<file path="src/rtl/lc2k_pkg.sv">
// Shared definitions for the LC2K fetch unit: opcode values, the fetch
// FSM state encoding and the instruction field layout.
package lc2k_pkg;

    localparam int WORD_W = 32;

    localparam logic [2:0] OP_ADD  = 3'd0;
    localparam logic [2:0] OP_NOR  = 3'd1;
    localparam logic [2:0] OP_LW   = 3'd2;
    localparam logic [2:0] OP_SW   = 3'd3;
    localparam logic [2:0] OP_BEQ  = 3'd4;
    localparam logic [2:0] OP_JALR = 3'd5;
    localparam logic [2:0] OP_HALT = 3'd6;
    localparam logic [2:0] OP_NOOP = 3'd7;

    localparam int FIELD_W    = 3;
    localparam int OPCODE_LSB = 22;
    localparam int REG_A_LSB  = 19;
    localparam int REG_B_LSB  = 16;
    localparam int DEST_LSB   = 0;
    localparam int OFFSET_LSB = 0;
    localparam int OFFSET_W   = 16;

    typedef enum logic [1:0] {
        FETCH   = 2'd0,
        DECODE  = 2'd1,
        EXECUTE = 2'd2,
        HALTED  = 2'd3
    } state_t;

endpackage

</file>
<file path="src/rtl/lc2k_decoder.sv">
// Purely combinational field extraction for an LC2K instruction word,
// including sign extension of the 16-bit offset.
module lc2k_decoder
    import lc2k_pkg::*;
(
    input  logic [WORD_W-1:0]  instruction,
    output logic [FIELD_W-1:0] opcode,
    output logic [FIELD_W-1:0] reg_a,
    output logic [FIELD_W-1:0] reg_b,
    output logic [FIELD_W-1:0] dest,
    output logic [WORD_W-1:0]  offset_ext
);

    // Bits above the opcode carry no meaning in LC2K.
    logic unused_high_bits;
    assign unused_high_bits = ^instruction[WORD_W-1:OPCODE_LSB+FIELD_W];

    // Slice fields and replicate the offset sign bit into the upper half.
    always_comb begin
        opcode     = instruction[OPCODE_LSB +: FIELD_W];
        reg_a      = instruction[REG_A_LSB  +: FIELD_W];
        reg_b      = instruction[REG_B_LSB  +: FIELD_W];
        dest       = instruction[DEST_LSB   +: FIELD_W];
        offset_ext = {{(WORD_W-OFFSET_W){instruction[OFFSET_LSB+OFFSET_W-1]}},
                      instruction[OFFSET_LSB +: OFFSET_W]};
    end

endmodule

</file>
<file path="src/rtl/lc2k_fetch_unit.sv">
// LC2K fetch unit: runs the FETCH/DECODE/EXECUTE/HALTED sequence, owns the
// program counter and the retired-instruction counter, and presents the
// decoded fields of the latched instruction to the datapath.
module lc2k_fetch_unit
    import lc2k_pkg::*;
#(
    parameter logic [31:0] RESET_PC  = 32'h0000_0000,
    parameter logic [31:0] ADDR_MASK = 32'h0000_FFFF
)
(
    input  logic        clk,
    input  logic        rst_n,
    output logic        imem_req,
    output logic [31:0] imem_addr,
    input  logic        imem_ack,
    input  logic [31:0] imem_rdata,
    output logic [31:0] instruction,
    output logic [2:0]  opcode,
    output logic [2:0]  reg_a,
    output logic [2:0]  reg_b,
    output logic [2:0]  dest,
    output logic [31:0] offset_ext,
    output logic [31:0] pc_current,
    output logic        instr_valid,
    input  logic        exec_done,
    input  logic        branch_taken,
    input  logic        jalr,
    input  logic [31:0] jalr_target,
    input  logic        halt,
    output logic        halted,
    output logic [31:0] instr_count
);

    state_t      state;
    logic [31:0] next_pc;

    lc2k_decoder u_decoder (
        .instruction (instruction),
        .opcode      (opcode),
        .reg_a       (reg_a),
        .reg_b       (reg_b),
        .dest        (dest),
        .offset_ext  (offset_ext)
    );

    // The request is gated by rst_n so it is low throughout reset and rises
    // in the very first cycle after release.
    assign imem_req  = rst_n & (state == FETCH);
    assign imem_addr = pc_current;

    // Next-PC selection: halt wins over jalr, which wins over a taken branch.
    always_comb begin
        next_pc = pc_current + 32'd1;
        if (halt) begin
            next_pc = pc_current + 32'd1;
        end else if (jalr) begin
            next_pc = jalr_target;
        end else if (branch_taken) begin
            next_pc = pc_current + 32'd1 + offset_ext;
        end
        next_pc = next_pc & ADDR_MASK;
    end

    // Fetch FSM with registered status flags, PC and retired counter.
    always_ff @(posedge clk or negedge rst_n) begin
        if (!rst_n) begin
            state       <= FETCH;
            pc_current  <= RESET_PC;
            instruction <= 32'h0;
            instr_count <= 32'h0;
            instr_valid <= 1'b0;
            halted      <= 1'b0;
        end else begin
            case (state)
                FETCH: begin
                    if (imem_ack) begin
                        instruction <= imem_rdata;
                        instr_valid <= 1'b1;
                        state       <= DECODE;
                    end
                end
                DECODE: begin
                    instr_valid <= 1'b0;
                    state       <= EXECUTE;
                end
                EXECUTE: begin
                    if (exec_done) begin
                        pc_current <= next_pc;
                        if (instr_count != 32'hFFFF_FFFF) begin
                            instr_count <= instr_count + 32'd1;
                        end
                        if (halt) begin
                            halted <= 1'b1;
                            state  <= HALTED;
                        end else begin
                            state  <= FETCH;
                        end
                    end
                end
                HALTED: begin
                    state <= HALTED;
                end
                default: begin
                    state <= FETCH;
                end
            endcase
        end
    end

endmodule

</file>
<file path="config.mk">
export PLATFORM = sky130hd
export DESIGN_NAME = lc2k_fetch_unit
export DESIGN_NICKNAME = d
export VERILOG_FILES = /design/src/rtl/lc2k_pkg.sv /design/src/rtl/lc2k_decoder.sv /design/src/rtl/lc2k_fetch_unit.sv
export SDC_FILE = /design/constraint.sdc
export NUM_CORES = 1
export LEC_CHECK = 0
export ABC_AREA = 1
export CAP_MARGIN = 20
export CELL_PAD_IN_SITES_DETAIL_PLACEMENT = 1
export CELL_PAD_IN_SITES_GLOBAL_PLACEMENT = 2
export CORE_MARGIN = 5
export CORE_UTILIZATION = 21
export DETAILED_ROUTE_END_ITERATION = 8
export PLACE_DENSITY = 0.87
export SETUP_SLACK_MARGIN = 0.1
export SYNTH_ARGS = -nofsm -noshare
export SYNTH_HDL_FRONTEND = slang
export SYNTH_HIERARCHICAL = 1
export SYNTH_SLANG_ARGS = --single-unit
export TNS_END_PERCENT = 5
</file>
<file path="constraint.sdc">
create_clock -name clk -period 2.37 [get_ports clk]
set_clock_uncertainty 0.05 [all_clocks]
set_input_delay 0.3555 -clock clk [delete_from_list [all_inputs] [get_ports clk]]
set_output_delay 0.3555 -clock clk [all_outputs]
set_load 0.05 [all_outputs]
</file>
# Word-level counts from Yosys, hierarchy flattened
# Index checks and enable logic that the tools add are counted.
[classes]
addsub = 3
eq_ne = 6
n_mux = 9
bitwise = 1
reduce_logical = 8
[ops]
columns = ["op", "n"]
rows = [
  ["$mux 16", 3],
  ["$add 32x1->32 const B", 1],
  ["$ne 32x32->1 const B", 1],
  ["$add 16x1->16 const B", 1],
  ["$add 16x16->16", 1],
  ["$pmux 2 s4", 1],
  ["$reduce_and 2->1", 4],
  ["$mux 2", 3],
  ["$reduce_and 3->1", 2],
  ["$eq 2x2->1 const B", 2],
  ["$ne 2x2->1 const B", 2],
  ["$eq 2x1->1 const B", 1],
  ["$logic_not 2->1", 1],
  ["$pmux 1 s2", 1],
  ["$reduce_bool 2->1", 1],
  ["$and 1x1->1", 1],
  ["$mux 1", 1],
]
[word_totals]
reg_bits = 84
input_bits = 71
output_inout_bits = 175

# Logic depth before layout (Yosys ltp)
# Gate-level depths: netlist of the first run.
[depth]
depth_word = 5
depth_mapped = 22

# Modules after synthesis
# Netlist of the first run, hierarchy kept.
[modules_own_cells]
columns = ["module", "instances", "cells_per_inst", "area_each_um2", "seq_area_each_um2"]
rows = [
  ["lc2k_fetch_unit", 1, 793, 5925.7, 2102.0],
  ["lc2k_decoder", 1, 44, 330.3, 0.0],
]

# Worst setup path after synthesis of the first run
# OpenSTA, ideal clock, no wires.
[synth_timing]
path_type = "flip-flop to flip-flop"
startpoint = "reg pc_current[1] (netlist: imem_addr[1])"
endpoint = "reg pc_current[13] (netlist: imem_addr[13])"
t_arrival_ns = 2.740
required_ns = 2.202
path_slack_ns = -0.539
path_stages_with_launch = 21
path_buffers = 0
synth_period_minus_slack_ns = 2.909
path_cell_list = "dfrtp_1 ha_1 nand2_1 inv_1 nand2_1 nor2_1 xor2_1 inv_1 ha_1 nand2_1 nand2_1 a21oi_1 nor2_1 nor2_1 nand2_1 nand2_1 nand3_1 nand2_1 nand2_1 nand2_1 nand2_1"
[synth_via]
elab_chain_len = 5
[synth_lines]
columns = ["element", "line_no", "rtl"]
rows = [
  ["start, declared", "lc2k_fetch_unit.sv:23", "output logic [31:0] pc_current,"],
  ["start signal, assigned", "lc2k_fetch_unit.sv:88", "pc_current <= next_pc;"],
  ["$add 16x1->16 *", "lc2k_fetch_unit.sv:53, lc2k_fetch_unit.sv:55, lc2k_fetch_unit.sv:59", ""],
  ["$add 16x16->16", "lc2k_fetch_unit.sv:59", "next_pc = pc_current + 32'd1 + offset_ext;"],
  ["$mux 16", "lc2k_fetch_unit.sv:58", "end else if (branch_taken) begin"],
  ["$mux 16", "lc2k_fetch_unit.sv:56", "end else if (jalr) begin"],
  ["$mux 16 *", "lc2k_fetch_unit.sv:54", "if (halt) begin"],
]
# Every way passes the cells marked *; elsewhere a longest branch is shown, timed or not.
# A chain may end at the register's enable or synchronous reset.

# Final worst setup path of the first run
[layout_timing]
startpoint = "reg pc_current[1] (netlist: imem_addr[1])"
endpoint = "reg pc_current[12] (netlist: imem_addr[12])"
# The elaborated chain is that of the path after synthesis.

==> parameters.txt, run 1 <==
Parameter                              Value

STA
  Endpoints failing hold ... 0
  Max-slew violation total from the final report ... 0
  Max Clk Rate ... 401 MHz
  Count of endpoints failing setup in the final report ... 10
  Worst Tran Pin Value ... 0.653 ns
  Worst relative slew slack ... 0.565
  Tmin final ... 2.50 ns
  Final cycle utilization of the critical path ... 1.05
  Final WS setup ... -0.127 ns
  Smallest hold slack ... 0.318 ns
  Final sum of negative setup slack ... -0.720 ns
  Setup repair after global routing missed its margin ... yes

Floorplanning
  Die Y ... 183 um
  Die outline width ... 183 um
  Die area ... about 33000 um2
  Top-level I/O count ... 246
  Count of standard-cell rows ... 63
  Initial Util ... 0.212
  Core region area ... 29600 um2

Placed design
  Count of input and output buffers ... 197
  Placed Instances ... 1420
  Final weighted congestion in routability-driven placement ... 0.835
  Sum of net half-perimeters after detailed placement ... 18.0 mm

Synthesis
  Synthesized flop and latch total ... 84
  Mapped Cells ... 837
  Post-synth EDFFs ... 0
  Post-Synthesis Cell Area ... between 6000 and 7000 um2
  Commonest cells post-synth ... 232 x nand2_1, 92 x buf_4, 84 x dfrtp_1
  Async S/R FF share, synth ... 1.00
  Area contributors post-synth ... dfrtp_1 34%, nand2_1 14%, buf_4 11%
  Top_reg_cell synth ... dfrtp_1
  Yosys top cell area share ... 0.336
  Cell with the most instances after synthesis ... nand2_1
  Yosys top cell by area ... dfrtp_1
  Average cell area after synthesis ... 7.47 um2
  Number of distinct library cells after synthesis ... 40
  Yosys synthesis warning count ... 6
  Register area share after synthesis ... 0.336

Pwr
  Clock network power share ... 0.097
  Worst ir drop on vdd ... 0.686 mV
  Portion of total power attributed to sequential cells ... 0.171
  Power per cell area ... 1590 nW/um2
  Lkg Pwr ... 4.33 nW
  Power consumption ... 0.0151 W
  Internal cell power ... 0.00684 W
  Switching share of total power ... 0.548
  Part of the total power dissipated in combinational logic ... 0.732
  Net switching power figure ... 0.00830 W

Cells and area
  Antenna diode count ... 0
  Number of standard cells in the layout, taps in and fillers out ... 1447
  Layout overhead on the synthesized area ... 52.1%
  Proportion of layout cells with a drive suffix above 1 ... 0.240
  Layout net count ... 1146
  Post-layout utilization of the core ... 0.322

Outcome
  Violated checks ... setup timing
  Outcome ... finished, violations left

Routing
  Total length of routed wires ... 22.6 mm
  Post-route DRC violation count ... 0
  Total via count after detailed routing ... 6170
  Drt wl/cell ... 15.6 um
  1st-iter DRT viols ... slightly below 200
  Number of optimization iterations in the first detailed-route pass ... 4
  Post-DRT Antenna Nets ... 0
  Number of vias per cell after detailed routing ... 4.26

Clocking
  Clock root cell ... clkbuf_16
  Maximum count of clock buffers along a single path ... 2
  Clock latency of the later-clocked register in the worst-skew pair ... 0.35 ns
  Clk sinks ... 84
  Clock-pin slew reported for the worst setup and hold paths after clock tree synthesis ... 0.08 ns
  Clock tree from TritonCTS ... yes
  Number of buffers inserted during clock tree synthesis ... 9
  Count of H-tree levels built during CTS ... 3

Setup path
  Largest fanout of any net on the critical path ... 3
  Type of the worst setup path ... flip-flop to flip-flop
  Critical Path Max Stage Delay ... 0.40 ns
  Req. time, crit path ... 2.60 ns
  Max stage delay cell, worst path ... dfrtp_2
  Worst setup EP type ... flip-flop
  Arr. time, crit path ... 2.73 ns
  Cell depth of the worst flop-to-flop path ... 18
  Sort of element at the start of the critical path ... flip-flop
  Cells traversed along the worst timing path ... buf_4 -> nand3_2 -> nor2_4 -> buf_4 -> xor2_4 -> inv_2 -> ha_4 -> nand2_1 -> buf_4 -> nor2_2 -> nand3_1 -> nand3_1 -> nand2_1 -> nand3_2 -> nand2_1 -> nand2_1 -> nand2_1 -> nand2_1
  Most frequent cell on the critical path ... nand2_1

Min path
  Path type of the worst min-delay path ... input pin to async pin

Flow run
  Max_cap viols ... 0

GRT
  Initial antenna violation count ... 2
  Tot GR Track Use ... 0.132
  Maximum number of pins on one net before global-route repair ... 47
  First-pass GRT wire length ... 35.2 mm
  GRT overflow ... 0
  Via count of the first global-routing pass ... 6596
repair_timing:
item / CTS / global route
endpoints found under the setup margin: 30 / 18
pin swaps: 37 / 26
buffers inserted: 6 / 5
hold endpoints to repair: 8 / 0
hold buffers: 1 / 0
resized for setup: 104 / 31
state kept, by name (all words and copies together) (netlist names):
| name | cells |
|---|---|
| instruction | 32 |
| halted | 1 |
| imem_addr | 16 |
| instr_count | 32 |
| instr_valid | 1 |
| state | 2 |
cell families after synthesis:
| kind of cell | Yosys count | share of synthesized area |
|---|---|---|
| mux | 32 | 0.0576 |
| fa+ha+maj | 22 | 0.0452 |
| other cells | 1 | 0.000599 |
| simple gates | 382 | 0.260 |
| flops | 84 | 0.336 |
| buf+inv | 195 | 0.175 |
| compound gates | 84 | 0.0742 |
| xor+xnor | 37 | 0.0518 |
critical path: cells and delay by family (launching register included):
family        cells  cell delay (ns)
fa+ha+maj         1             0.28
simple gates     12             1.05
flops             1             0.40
buf+inv           4             0.48
xor+xnor          1             0.18
path summary, 6_finish.rpt:
| path | endpoint | slack [ns] | startpoint |
|---|---|---|---|
| max reg2reg | imem_addr[12]$_DFFE_PN0P_ | -0.13 | imem_addr[1]$_DFFE_PN0P_ |
| min | instruction[27]$_DFFE_PN0P_ | 0.32 | rst_n |
| min reg2reg | halted$_DFFE_PN0P_ | 0.42 | halted$_DFFE_PN0P_ |
| max | imem_addr[12]$_DFFE_PN0P_ | -0.13 | imem_addr[1]$_DFFE_PN0P_ |
| max in group asynchronous | instruction[4]$_DFFE_PN0P_ | 1.06 | rst_n |
| min in group clk | halted$_DFFE_PN0P_ | 0.42 | halted$_DFFE_PN0P_ |
metal layers:
layer  part of all wire  track usage
met1               0.42        0.157
met2               0.52        0.242
met3              0.054       0.0329
met4             0.0091       0.0249
met5             0.0014            0
per-stage QoR:
stage / area (um2) / worst slack [ns]
floorplan: 6430 / -0.205
global placement: 8680 / -0.266
detailed placement: 8680 / -0.321
CTS: 9360 / -0.0919
global route: 9510 / -0.304
finish: 9510 / -0.127
power by group through the flow:
| stage | logic [W] | registers (W) | clock network [W] |
|---|---|---|---|
| 6_report | 0.0111 | 0.00259 | 0.00147 |
| 5_1_grt | 0.0118 | 0.00271 | 0.00159 |
| 4_1_cts | 0.0109 | 0.00262 | 0.00153 |
| 3_5_place_dp | 0.0103 | 0.00261 | 0 |
| 3_3_place_gp | 0.0102 | 0.00259 | 0 |
| 2_1_floorplan | 0.00561 | 0.00409 | 0 |
final cells by class:
type | count | area (um2)
Tap cell | 390 | 488
Sequential cell | 84 | 2110
Clock inverter | 6 | 65.1
Inverter | 89 | 344
Clock buffer | 9 | 225
Fill cell | 3534 | 20000
Multi-Input combinational cell | 589 | 3680
Timing Repair Buffer | 280 | 2610
placed cells by master, fill, tap and decap left out, drive strengths merged, types with 21 or more instances in the layout:
cell type,synthesis,final
buf,98,84
inv,87,88
nor2,60,60
xor2,24,24
dfrtp,84,84
o21ai,32,32
nand3,47,47
clkdlybuf4s50,0,173
a21oi,32,32
ha,21,21
nand2,236,236
conb,1,32
mux2,32,32
Note: power is estimated with default switching activity, not from simulation.
==> inputs of run 2 (changes only) <==
Settings changed: CTS_CLUSTER_DIAMETER set to 60.
==> results of run 2 <==
The final DEF is identical to that of run 1; final timing and power are the same.
